## src/rtl/nibble_word_packer.sv

```systemverilog
// -----------------------------------------------------------------------------
// nibble_word_packer
//
// Collects a stream of 4-bit nibbles (from the shift-register pipeline output)
// into NIBBLES-wide words and presents each word on a valid/ready port.
// The assembly register (acc) and a one-word output buffer (out_data) allow
// the next word to be assembled while the previous one waits downstream.
// A one-cycle flush pulse closes a partial word; unfilled slots are zero.
//
// Parameters
//   NIBBLES    nibbles per word (>= 2); word width = 4*NIBBLES
//   MSB_FIRST  0: first nibble lands in bits[3:0]
//              1: first nibble lands in the top nibble of the word
//
// Ports
//   clk       in   rising-edge clock
//   rst       in   asynchronous, active-high reset
//   in_data   in   nibble to pack
//   in_vld    in   in_data valid this cycle
//   in_rdy    out  packer can accept a nibble (transfer = in_vld & in_rdy)
//   flush     in   one-cycle pulse closing the current partial word
//   out_data  out  assembled word
//   out_cnt   out  number of valid nibbles in out_data
//   out_vld   out  out_data/out_cnt valid
//   out_rdy   in   consumer accepts (transfer = out_vld & out_rdy)
// -----------------------------------------------------------------------------
module nibble_word_packer #(
    parameter int NIBBLES   = 8,
    parameter bit MSB_FIRST = 1'b0
) (
    input  logic                           clk,
    input  logic                           rst,
    input  logic [3:0]                     in_data,
    input  logic                           in_vld,
    output logic                           in_rdy,
    input  logic                           flush,
    output logic [4*NIBBLES-1:0]           out_data,
    output logic [$clog2(NIBBLES+1)-1:0]   out_cnt,
    output logic                           out_vld,
    input  logic                           out_rdy
);

    localparam int W  = 4 * NIBBLES;
    localparam int CW = $clog2(NIBBLES + 1);
    localparam logic [CW-1:0] LAST_SLOT = CW'(NIBBLES - 1);

    // Assembly state. cnt is the next free slot; held_cnt remembers the
    // nibble count of a closed word parked in acc while the output is busy.
    logic [W-1:0]  acc;
    logic [CW-1:0] cnt;
    logic [CW-1:0] held_cnt;
    logic          acc_full;

    logic          accept;
    logic          obuf_free;
    logic          close;
    logic [W-1:0]  word_next;
    logic [CW-1:0] cnt_next;

    // A parked word blocks the input until it moves to the output buffer.
    assign in_rdy    = !acc_full;
    assign accept    = in_vld && in_rdy;
    // The output buffer may drain and reload on the same edge.
    assign obuf_free = !out_vld || out_rdy;
    assign cnt_next  = cnt + CW'(accept);

    // A word closes when its last slot fills, or on a flush that has at least
    // one nibble to emit (already held or arriving this cycle). A flush while
    // a word is parked is ignored; no nibble can arrive then either.
    assign close = !acc_full &&
                   ((accept && (cnt == LAST_SLOT)) ||
                    (flush && ((cnt != '0) || accept)));

    // Current word with this cycle's nibble merged into slot cnt.
    always_comb begin
        // NOTE: every always_comb output gets a default first so no path
        // leaves it unassigned, which would otherwise infer a latch.
        word_next = acc;
        if (accept) begin
            for (int i = 0; i < NIBBLES; i++) begin
                if (cnt == CW'(i)) begin
                    if (MSB_FIRST) begin
                        word_next[W-4-4*i +: 4] = in_data;
                    end else begin
                        word_next[4*i +: 4] = in_data;
                    end
                end
            end
        end
    end

    // NOTE: all state updates below use non-blocking assignments so every
    // register samples pre-edge values, independent of statement order.
    always_ff @(posedge clk or posedge rst) begin
        if (rst) begin
            acc      <= '0;
            cnt      <= '0;
            held_cnt <= '0;
            acc_full <= 1'b0;
            out_data <= '0;
            out_cnt  <= '0;
            out_vld  <= 1'b0;
        end else begin
            // Default: a word accepted downstream leaves the buffer empty
            // unless one of the branches below reloads it on this edge.
            if (out_vld && out_rdy) begin
                out_vld <= 1'b0;
            end

            if (acc_full) begin
                // Move the parked word out as soon as the buffer frees up.
                if (obuf_free) begin
                    out_data <= acc;
                    out_cnt  <= held_cnt;
                    out_vld  <= 1'b1;
                    acc      <= '0;
                    acc_full <= 1'b0;
                end
            end else if (close) begin
                cnt <= '0;
                if (obuf_free) begin
                    out_data <= word_next;
                    out_cnt  <= cnt_next;
                    out_vld  <= 1'b1;
                    acc      <= '0;
                end else begin
                    acc      <= word_next;
                    held_cnt <= cnt_next;
                    acc_full <= 1'b1;
                end
            end else if (accept) begin
                acc <= word_next;
                cnt <= cnt_next;
            end
        end
    end

endmodule
```

## config.mk

```make
export PLATFORM = sky130hd
export DESIGN_NAME = nibble_word_packer
export DESIGN_NICKNAME = d
export VERILOG_FILES = /design/src/rtl/nibble_word_packer.sv
export SDC_FILE = /design/constraint.sdc
export NUM_CORES = 1
export LEC_CHECK = 0
export ABC_CLOCK_PERIOD_IN_PS = 2600
export CAP_MARGIN = 20
export CORE_ASPECT_RATIO = 1.25
export CORE_UTILIZATION = 56
export CTS_CLUSTER_DIAMETER = 50
export DETAILED_ROUTE_END_ITERATION = 16
export PLACE_DENSITY = 0.78
export SYNTH_ARGS = -nofsm -noshare
export SYNTH_HDL_FRONTEND = slang
export SYNTH_SLANG_ARGS = --single-unit
```

## constraint.sdc

```tcl
create_clock -name clk -period 2.6 [get_ports clk]
set_clock_uncertainty 0.2 [all_clocks]
set_input_delay 0.26 -clock clk [delete_from_list [all_inputs] [get_ports clk]]
set_output_delay 0.26 -clock clk [all_outputs]
set_load 0.02 [all_outputs]
```

==> impl_results.md <==
- Drt first pass iters: 4
- Final WS setup: 0.240 ns
- Switching power: 0.814 mW
- Vias per cell: approximately 5.7
- Fin. Hold Viols: 0
- Max clock buf depth: 2
- GRT Overall Usage: 0.246
- Post-synth EDFFs: 0
- Crit end category: primary output
- Post-DR wirelength/cell: about 17 µm
- Grt total ovfl: 0
- Status: finished, final reports clean
- Max-cap violations: 0
- Mean Syn Cell Area: roughly 12 µm²
- Hold crit path type: input pin to async pin
- CORE AREA: roughly 6600 µm²
- Critical path data arrival time: 1.90 ns
- DP HPWL: between 5 and 6 mm
- Final core utilization: 0.708
- VDD IR max: ~0.46 mV
- Crit Path Max Fanout: 11
- CTS resizes: 0
- P_leak: 2.15 nW
- Leading post-synthesis cells by cell area: dfrtp_1 (50%), mux2_2 (12%), mux2_4 (12%), nand2_1 (5.2%), o22ai_1 (4.0%)
- Clock root buffer: clkbuf_8
- Floorplan row count: 33
- Die Ht: about 95 µm
- Most common cell in the netlist: dfrtp_1
- DRC errors left: 0
- Final instance area: roughly 4700 µm²
- Slowest CP cell: clkdlybuf4s50_1
- Required @ worst endpoint: 2.14 ns
- Routed WL: around 8.1 mm
- Largest delay contributor family on the critical path: buffers and inverters
- Final Max Tran Viols: 0
- H-tree Lvls: 3
- Clk slew on worst S/H paths: 0.07 ns
- Die Wd: between 70 and 80 µm
- Initial antenna violation count: 0
- DP Area: roughly 4500 µm²
- Power Density: roughly 590 nW/µm²
- CTS tree: built
- Fin Setup TNS: 0 ns
- Sink Count: 78
- Nets@finish: 384
- Worst-skew pair later-pin latency: ~0.35 ns
- Final worst-path cycle share: 0.908
- Critical path class: flip-flop to primary output
- TritonCTS buffer count: 9
- DRT iter0 DRCs: 161
- Cts hold-fix bufs: 0
- Area grow syn2layout: 20.5%
- Crit path cell chain: buf_4, inv_2, clkdlybuf4s50_1
- Initial Util: 0.588
- Setup violators final: 0
- Ys flop type: dfrtp_1
- Hold slack: about 0.087 ns
- Fin crit period: approximately 2.4 ns
- Clk pwr share: 0.287
- Share of layout cells above drive strength 1: 0.312
- Seq cells post-synth: 78
- Ys async rst share: 1.00
- Synthesized area: approximately 3900 µm²
- Commonest cells post-synth: dfrtp_1 (78), nand2_1 (54), mux2_2 (43)
- Final Wtd Congestion: slightly below 0.9
- Post-synthesis sequential area ratio: 0.500
- Worst slew margin: 0.557
- P_int: between 1.5 and 2 mW
- Total power: around 2.8 mW
- Crit. Startpoint: acc_full$_DFF_PP0_
- Sequential share of power: 0.485
- Pre-CTS setup slack: around 0.13 ns
- I/O Buffers: 46
- RSZ-0062 raised after global routing: no
- Synth Instances: ~320
- Placed cell count: 449
- Synth area leader: dfrtp_1
- DR vias: 2641
- Largest net degree at the start of global routing: 42
- Worst-margin pin slew: between 0.6 and 0.7 ns
- Number of global-route vias before repair: 2693
- Startpoint Class: flip-flop
- Top cell type's share of synthesized area: 0.500
- Combinational share of power: 0.228
- Buf+Inv Stages, Crit Path: 3
- Finished Layout Cells: ~470
- Distinct cells, synth: between 40 and 50
- Crit path largest cell delay: 0.64 ns
- Synth Net Count: roughly 330
- YS warnings: 0
- Antenna viol nets, final: 0
- I/O pin count: 47
- Ant diodes: 0
- Global-route wire length before repair: roughly 14 mm
- Post-CTS setup buffers: 0
- R2r startpoint: cnt[3]$_DFFE_PP0P_
- Die Area: around 7300 µm²
- FMAX: roughly 420 MHz
- Switching part of the total: 0.291
-- final timing paths --
kind                                      endpoint  slack (ns)  cells after the start
min reg2reg                held_cnt[0]$_DFFE_PP0P_        0.31                      1
max                                         in_rdy        0.24                      3
min in group clk           held_cnt[0]$_DFFE_PP0P_        0.31                      1
max in group asynchronous   out_cnt[0]$_DFFE_PP0P_        1.55                      3
max reg2reg                 out_cnt[1]$_DFFE_PP0P_        0.28                      5
min                        out_data[9]$_DFFE_PP0P_        0.09                      2
-- routing by layer --
metal,GRT usage,wire (µm)
met5,0,0
met2,0.410,4200
met3,0.0526,280
met1,0.314,3490
met4,0.0946,110
-- cell type report --
type	instances	area [µm²]
Tap cell	87	109
Fill cell	466	1940
Clock buffer	12	145
Multi-Input combinational cell	212	1810
Timing Repair Buffer	65	641
Inverter	7	26.3
Sequential cell	78	1950
Clock inverter	4	22.5
-- state kept, by name, summed over array words and instances (netlist names) --
register and cells:
out_vld 1, acc 32, out_cnt 4, cnt 4, held_cnt 4, out_data 32, acc_full 1
-- cells in the final DEF (no fill, tap or decap), types with 3 or more instances in the layout --
cell and n:
o22ai_1 25, buf_4 16, nor2_1 4, o2bb2ai_1 4, a32o_1 4, nand2_1 54
clkinv_2 3, mux2_4 31, buf_12 3, clkbuf_8 10, clkdlybuf4s50_1 46, mux2_2 43
nor2b_1 4, a22o_1 3, inv_1 5, dfrtp_1 78
-- power by group through the flow --
stage          combinational (mW)  clock, mW  sequential, mW
2_1_floorplan               0.357          0            1.43
6_report                    0.636      0.802            1.36
3_5_place_dp                0.639          0            1.38
3_3_place_gp                0.627          0            1.37
4_1_cts                     0.640      0.817            1.36
5_1_grt                     0.681      0.868            1.37
-- cells by family after synthesis --
group,after synthesis,synth area share
compound gates,53,0.105
xor+xnor,2,0.00449
fa+ha+maj,2,0.00641
buf+inv,25,0.0362
flops,78,0.500
mux,76,0.248
simple gates,79,0.100
(Power assumes the default switching activity.)
==> RTL change, RTL diff (same flow settings) <==
One comparison of `cnt` changes from == to >=.
--- a/src/rtl/nibble_word_packer.sv
+++ b/src/rtl/nibble_word_packer.sv
@@ -68,7 +68,7 @@
     // one nibble to emit (already held or arriving this cycle). A flush while
     // a word is parked is ignored; no nibble can arrive then either.
     assign close = !acc_full &&
-                   ((accept && (cnt == LAST_SLOT)) ||
+                   ((accept && (cnt >= LAST_SLOT)) ||
                     (flush && ((cnt != '0) || accept)));
 
     // Current word with this cycle's nibble merged into slot cnt.
Formal check against the unedited RTL: no difference found for any inputs over 4 cycles, from zero or initial values and one cycle with rst high; that may be too few to reach the edited logic, so the function may still have changed.
==> RTL change against the unedited design <==
- wire length is 3.1% lower
- hold slack better by 0.037 ns
- sequential cell count stayed put
- setup slack worse by 0.084 ns
- combinational power is 37% higher
- total power is 20% higher
- area after synthesis is 4.7% lower
- critical endpoint is now out_data[18]
- final area is 2.8% lower
- synthesized cell count is 7.0% lower
- critical path type is now flip-flop to flip-flop
==> RTL change: results (changes against the unedited design) <==
synth:
  synth_nets: 304  # -6.7%
  yosys_warnings: 0  # unchanged
  synth.area.top_cells: "dfrtp_1 52%, mux2_4 13%, mux2_2 12%"
  synthTopCellsByCount: "78 x dfrtp_1, 40 x mux2_2, 36 x nand2_1, 32 x mux2_4, 24 x o22ai_1"
  ys_seq_area_frac: 0.525  # +0.0249
  synth_cell_types: 37  # -20%
  async_flop_share: 1.00  # unchanged
global_route:
  grt_util_met1: 0.328  # +0.0130
  grt_max_degree: 79  # +88%
  grt_pass1_vias: 2550  # -5.3%
  grt_usage: 0.250  # +0.00398
  grt_use_met3: 0.0463  # -0.00630
  grt_pass1_wl_um: 12700  # -6.0%
  grtUsageMet2: 0.402  # -0.00757
  antenna_found_initial: 0  # unchanged
place:
  post_dp_cell_area_sq_um: 4340  # -4.3%
  port_buffers: 46  # unchanged
  place.gp.congestion: 0.833  # -4.0%
  dpl.hpwl_um: 5100  # -6.9%
drt:
  top_layer: "met4"
  first_pass_iters: 4  # unchanged
  wl_per_cell_um: 18.0  # +3.4%
  met1_length_um: 3380  # -3.2%
  dr_wl_met2_um: 3960  # -5.6%
  dr_total_vias: 2530  # -4.2%
  met3_wirelength_um: 353  # +26%
  drt_first_iter_violations: 183  # +14%
clock_tree:
  numCtsBuffers: 9  # unchanged
  clk_path_buf_depth: 2  # unchanged
  cts-root-buf: "clkbuf_8"
  clk_pin_slew_ns: 0.07  # about the same
  htreeDepth: 3  # unchanged
  cts_setup_buffers: 0  # unchanged
  post_cts_resize_count: 0  # unchanged
  clk_latency_ns: 0.35  # about the same
run_status:
  outcome: "finished, final reports clean"
final_layout:
  drive_above_1_share: 0.319  # +0.00692
  diodes: 0  # unchanged
  nets: 357  # -7.0%
  top_regs: "acc x32, out_data x32"
power_and_ir_drop:
  max-vdd-ir-drop_mv: 0.510  # +11%
  switching_power_mw: 0.924  # +14%
  p_leak_nw: 2.12  # -1.4%
worst_setup_path:
  path_max_fanout: 41  # +30
  r2r_end: "out_data[18]"
  rr_worst_depth: 5  # unchanged
  endpoint_kind: "flip-flop"
  reg2reg_slack_ns: 0.16  # -0.12 ns
  arrival_ns: 2.48  # +0.58 ns
  worstSetupStartpoint: "cnt[3]"
min_path:
  min_path_type: "input port to async pin"
sta:
  relSlewSlack: 0.653  # +0.0962
-- RTL change: cell type report --
type	count	area (sq um)
Clock buffer	13	169
Clock inverter	3	65.1
Fill cell	433	1710
Inverter	4	15.0
Multi-Input combinational cell	189	1640
Sequential cell	78	1950
Tap cell	85	106
Timing Repair Buffer	64	633
-- RTL change: cells by family (layout without fill, tap and decap cells) --
kind of cell / count (synthesis) / in the layout / share of synthesized area
XOR/XNOR: 2 / 2 / 0.00471
multiplexers: 74 / 74 / 0.256
AO/OA/AOI/OAI: 42 / 42 / 0.0777
AND/OR/NAND/NOR: 69 / 69 / 0.0955
flip-flops: 78 / 78 / 0.525
adder cells (fa/ha/maj): 2 / 2 / 0.00672
buffers and inverters: 26 / 84 / 0.0353
-- RTL change: worst max-delay path, cell delays in order, from the launching register on --
cell	delay, ns
dfrtp_1	0.49
or4_4	0.61
a22oi_4	0.30
a31oi_4	0.16
buf_12	0.21
mux2_4	0.32
-- RTL change: metrics by stage --
stage	worst slack, ns	instances	util	hold slack [ns]
floorplan	0.145	293	-	0.259
global placement	0.126	420	0.691	0.282
detailed placement	0.0577	420	0.691	0.291
CTS	0.159	436	0.728	0.141
global route	0.0998	436	0.728	0.152
finish	0.155	436	0.728	0.124
-- RTL change: power groups by stage --
| stage | combinational (mW) | sequential, mW | clock, mW |
|---|---|---|---|
| 3_5_place_dp | 0.870 | 1.46 | 0 |
| 3_3_place_gp | 0.854 | 1.45 | 0 |
| 4_1_cts | 0.877 | 1.43 | 1.05 |
| 6_report | 0.871 | 1.43 | 1.04 |
| 5_1_grt | 0.923 | 1.45 | 1.11 |
| 2_1_floorplan | 0.480 | 1.54 | 0 |
